$ cat src/rtl/dm_arb_pkg.sv
// rtl/dm_arb_pkg.sv - shared types and constants for the data-memory arbiter
package dm_arb_pkg;

    typedef enum logic [1:0] {
        ST_IDLE = 2'd0,
        ST_GNT0 = 2'd1,
        ST_GNT1 = 2'd2
    } dm_state_t;

    localparam int P_CPU = 0;
    localparam int P_DMA = 1;
    localparam int AW    = 10;
    localparam int DW    = 32;

endpackage

$ cat src/rtl/rr_pick2.sv
// rtl/rr_pick2.sv - combinational two-way round-robin pick
// ports: req0/req1 requests, last = port granted most recently,
//        winner = chosen port index, valid = any request present
module rr_pick2 (
    input  logic req0,
    input  logic req1,
    input  logic last,
    output logic winner,
    output logic valid
);

    // On a tie the port that did not win last time goes first.
    assign winner = (req0 & req1) ? ~last : req1;
    assign valid  = req0 | req1;

endmodule

$ cat src/rtl/dm_arbiter.sv
// rtl/dm_arbiter.sv - round-robin arbiter with grant lock for the shared data memory
// ports: clk, rst (sync, active-high)
//        req/lock/we/addr/wdata/bmode/bsel 0/1 - requester commands, ack0/ack1 - access done
//        rdata - read data (m_dout), gnt - one-hot current grant
//        m_addr/m_din/m_we/m_bmode/m_bsel - memory command, m_dout - memory read data
module dm_arbiter
    import dm_arb_pkg::*;
#(
    parameter int MAX_LOCK = 16,
    parameter int LCW      = 5
) (
    input  logic          clk,
    input  logic          rst,
    input  logic          req0,
    input  logic          req1,
    input  logic          lock0,
    input  logic          lock1,
    input  logic          we0,
    input  logic          we1,
    input  logic [AW-1:0] addr0,
    input  logic [AW-1:0] addr1,
    input  logic [DW-1:0] wdata0,
    input  logic [DW-1:0] wdata1,
    input  logic          bmode0,
    input  logic          bmode1,
    input  logic [1:0]    bsel0,
    input  logic [1:0]    bsel1,
    output logic          ack0,
    output logic          ack1,
    output logic [DW-1:0] rdata,
    output logic [1:0]    gnt,
    output logic [AW-1:0] m_addr,
    output logic [DW-1:0] m_din,
    output logic          m_we,
    output logic          m_bmode,
    output logic [1:0]    m_bsel,
    input  logic [DW-1:0] m_dout
);

    localparam logic [LCW-1:0] LOCK_MAX = LCW'(MAX_LOCK);
    localparam logic [LCW-1:0] LOCK_ONE = LCW'(1);

    dm_state_t      state_q, state_d;
    logic           last_q, last_d;
    logic [LCW-1:0] lock_cnt_q, lock_cnt_d;
    logic           pick_winner, pick_valid;

    rr_pick2 u_pick (
        .req0   (req0),
        .req1   (req1),
        .last   (last_q),
        .winner (pick_winner),
        .valid  (pick_valid)
    );

    always_ff @(posedge clk) begin
        if (rst) begin
            state_q    <= ST_IDLE;
            last_q     <= 1'b1;
            lock_cnt_q <= '0;
        end else begin
            state_q    <= state_d;
            last_q     <= last_d;
            lock_cnt_q <= lock_cnt_d;
        end
    end

    // Memory read is combinational, so the read data is passed straight through.
    assign rdata = m_dout;

    always_comb begin
        state_d    = state_q;
        last_d     = last_q;
        lock_cnt_d = lock_cnt_q;
        gnt        = 2'b00;
        ack0       = 1'b0;
        ack1       = 1'b0;
        m_addr     = '0;
        m_din      = '0;
        m_we       = 1'b0;
        m_bmode    = 1'b0;
        m_bsel     = 2'b00;

        case (state_q)
            ST_IDLE: begin
                // Lock is not looked at here: the first grant cycle counts as 1.
                if (pick_valid) begin
                    state_d    = pick_winner ? ST_GNT1 : ST_GNT0;
                    last_d     = pick_winner;
                    lock_cnt_d = LOCK_ONE;
                end
            end

            ST_GNT0: begin
                gnt     = 2'b01;
                m_addr  = addr0;
                m_din   = wdata0;
                m_bmode = bmode0;
                m_bsel  = bsel0;
                // Gating by req keeps an aborted write out of memory; gating by
                // rst keeps a reset cycle from completing the access.
                m_we    = we0 & req0 & ~rst;
                ack0    = req0 & ~rst;
                if (req0 & lock0 & (lock_cnt_q < LOCK_MAX)) begin
                    lock_cnt_d = lock_cnt_q + LOCK_ONE;
                end else begin
                    state_d    = ST_IDLE;
                    lock_cnt_d = '0;
                end
            end

            ST_GNT1: begin
                gnt     = 2'b10;
                m_addr  = addr1;
                m_din   = wdata1;
                m_bmode = bmode1;
                m_bsel  = bsel1;
                m_we    = we1 & req1 & ~rst;
                ack1    = req1 & ~rst;
                if (req1 & lock1 & (lock_cnt_q < LOCK_MAX)) begin
                    lock_cnt_d = lock_cnt_q + LOCK_ONE;
                end else begin
                    state_d    = ST_IDLE;
                    lock_cnt_d = '0;
                end
            end

            default: begin
                state_d    = ST_IDLE;
                lock_cnt_d = '0;
            end
        endcase
    end

endmodule

$ cat config.mk
export PLATFORM = sky130hd
export DESIGN_NAME = dm_arbiter
export DESIGN_NICKNAME = d
export VERILOG_FILES = /design/src/rtl/dm_arb_pkg.sv /design/src/rtl/rr_pick2.sv /design/src/rtl/dm_arbiter.sv
export SDC_FILE = /design/constraint.sdc
export NUM_CORES = 1
export LEC_CHECK = 0
export BUFFER_PORTS_ARGS = -buffer_cell sky130_fd_sc_hd__buf_2
export CORE_AREA = 2 2 82 84
export DETAILED_ROUTE_END_ITERATION = 8
export DIE_AREA = 0 0 84 86
export HOLD_SLACK_MARGIN = 0.06
export PLACE_DENSITY = 0.77
export REMOVE_ABC_BUFFERS = 1
export SLEW_MARGIN = 20
export SYNTH_ARGS = -nofsm -noshare
export SYNTH_HDL_FRONTEND = slang
export SYNTH_SLANG_ARGS = --single-unit
$ cat constraint.sdc
create_clock -name clk -period 3.1 [get_ports clk]
set_input_delay 0.155 -clock clk [delete_from_list [all_inputs] [get_ports clk]]
set_output_delay 0.155 -clock clk [all_outputs]
set_load 0.01 [all_outputs]
==> metrics.txt <==
Post-synth EDFFs 0; DRT Pass-1 Iters 4; critical path, cell by cell inv_1 -> ha_2 -> buf_4 -> a22oi_1 -> nor2b_1 -> buf_2; Rows 29; crit-path max cell delay 0.73 ns; RSZ-0062 raised after global routing false; Synth top cells by count 46 x a22oi_1, 45 x nor2b_1, 32 x buf_4; outcome finished, final reports clean; CP max-delay cell ha_2; depth of the worst register-to-register path 6; die footprint 7224 sq um; warnings from Yosys 0; Final Hold Fails 0; Syn Inst Count 196; CTS HTree Levels 1; hold depth 2; Worst IR Drop VDD 0.2400 mV; fmax 461.9 MHz; final WL 6940 um; Synth Flop Type dfxtp_1; routability congestion estimate 0.7825; Worst setup EP type output port; pwr dens 258.1 nW/um^2; Slew HR 0.4458; largest cells by area after synthesis a22oi_1 24%, nor2b_1 20%, buf_4 17%; fillers 688; largest net degree at the start of global routing 45; # port buffers 147; FFs w/ async S/R, synth 0; post-synth top area share 0.2396; Area Growth Syn to Fin 42.01%; sequential-to-total area share from yosys stat 0.1111; CTS tree done; Reg-to-Reg Start state_q[0]; gr usage total 0.1787; Slew Viols, Final 0; most common cell in the netlist a22oi_1; layout cells sized above 1 0.5349; DR iter-0 viols 80; crit share post-route 0.6984; Synth Area in Adders 0.04340; clock root cell clkbuf_8; Worst-Skew Late Latency 0.23 ns; Via Count 1,898; min-delay src rst; worst hold path type input pin to register; effective utilization at floorplan 0.2296; Synth Area in XOR/XNOR 0; initial antenna violation count 10; first-pass GRT wire length 9894 um; ANT nets after route 0; # nets final 438; max cap viols 0; clk buf depth 2; leakage 0.001028 uW; post-synthesis compound-gate area fraction 0.3151; post-DR vias/cell 4.943; crit path DAT 2.01 ns; main combinational cell family by area after synthesis compound AO/OA/AOI/OAI gates; Pwr Total 528.3 uW; Num CTS Buffers 3; number of global-route vias before repair 1,777; worst path required time 2.94 ns; Tmin final 2.165 ns; fin worst setup slack 0.9351 ns; core area 6277 sq um; Bufs and invs on worst path 3; DR WL/cell 18.07 um; pre-CTS setup slack 1.113 ns; Setup crit start kind register; Max FO, Critical Path 44; CP top delay family adder cells; setup TNS 0 ns; synth unique cells 24; Mapped Area 1441 sq um; Finish-stage setup viols 0; detailed placement HPWL 5727 um; chip width 84 um; hold buffers post-CTS 0; Gates resized, CTS repair 0; Syn Area/Cell 7.354 sq um; measured slew at the worst slew-check pin 0.8314 ns; post-synthesis mux area share 0; #FFs+latches synth 8; Crit Path Category register to output port; clk_skew 0.0009733 ns; # DRC 0; simple-gate area share of the yosys netlist 0.3073; Overflow after GRT 0; die extent in y 86 um; largest area contributor in the netlist a22oi_1; post-CTS setup buffers 0; clock sink count 8; Ports 212; endpoint of the worst-slack reg-to-reg timing path lock_cnt_q[3]; hold endpoint lock_cnt_q[1]; clock slew seen by the registers of the worst setup and hold paths 0.04 ns; r2r setup slk 1.10 ns
-- stage by stage --
stage	util	hold slack [ns]	std cells	instance area, sq um
after global placement	0.3171	0.3101	375	1991
after CTS	0.3237	0.2473	378	2032
after detailed placement	0.3171	0.3101	375	1991
final	0.3261	0.2547	384	2047
after floorplan	-	0.2241	148	1131
after global routing	0.3237	0.2647	378	2032
-- final cells by class --
| class | count | area [sq um] | area share |
|---|---|---|---|
| diodes | 6 | 15.01 | 0.007335 |
| clock buffers | 3 | 41.29 | 0.02017 |
| multi-input cells | 137 | 964.7 | 0.4713 |
| inverters | 3 | 11.26 | 0.005501 |
| repair buffers | 150 | 758.2 | 0.3704 |
| well taps | 77 | 96.34 | 0.04707 |
| flip-flops and latches | 8 | 160.2 | 0.07824 |
-- power breakdown --
group,internal [uW],switching (uW),total (uW)
registers,110,6.61,116
clock network,84.2,41.8,126
logic,142,144,286
total,336,192,528
-- worst max-delay path by stage --
stage                           from            end  depth (start not counted)
final                     state_q[0]      m_din[19]                          6
after global routing      state_q[0]      m_addr[8]                          6
after CTS                 state_q[0]      m_din[19]                          6
after detailed placement  state_q[0]  lock_cnt_q[2]                          6
after global placement    state_q[0]  lock_cnt_q[3]                          6
after floorplan           state_q[0]  lock_cnt_q[3]                          6
-- flip-flops by register name, indices dropped and copies added, names as in the netlist --
name	flops
last_q	1
lock_cnt_q	5
state_q	2
-- logic make-up (layout without fill, tap and decap cells) --
family                     after synthesis  after routing
AOI/OAI and AO/OA                       60             60
other                                    0              6
and+or+nand+nor                         72             72
buffers and inverters                   51            156
adders and majority gates                5              5
DFF                                      8              8
-- cell usage in the layout, fill, tap and decap left out, drive strengths merged --
| master | synthesis | routed |
|---|---|---|
| clkbuf | 8 | 3 |
| o41ai | 1 | 1 |
| a211o | 3 | 3 |
| nor2 | 7 | 7 |
| nand4b | 2 | 2 |
| a31oi | 3 | 3 |
| nand3b | 3 | 3 |
| a21oi | 5 | 5 |
| nor2b | 45 | 45 |
| nand3 | 2 | 2 |
| ha | 5 | 5 |
| nand4 | 1 | 1 |
| o21ai | 2 | 2 |
| diode | 0 | 6 |
| nand2 | 10 | 10 |
| dfxtp | 8 | 8 |
| a22oi | 46 | 46 |
| buf | 40 | 150 |
| nor3b | 2 | 2 |
| inv | 3 | 3 |
-- layer usage --
layer	routed length, um	GRT usage	vias to the layer above	part of all wire
li1	-	-	887	-
met2	2510	0.2247	166	0.36
met4	31	0.01906	10	0.0045
met5	94	0.06294	-	0.014
met1	2741	0.2090	820	0.39
met3	1562	0.1877	15	0.23
(Power assumes the default switching activity.)
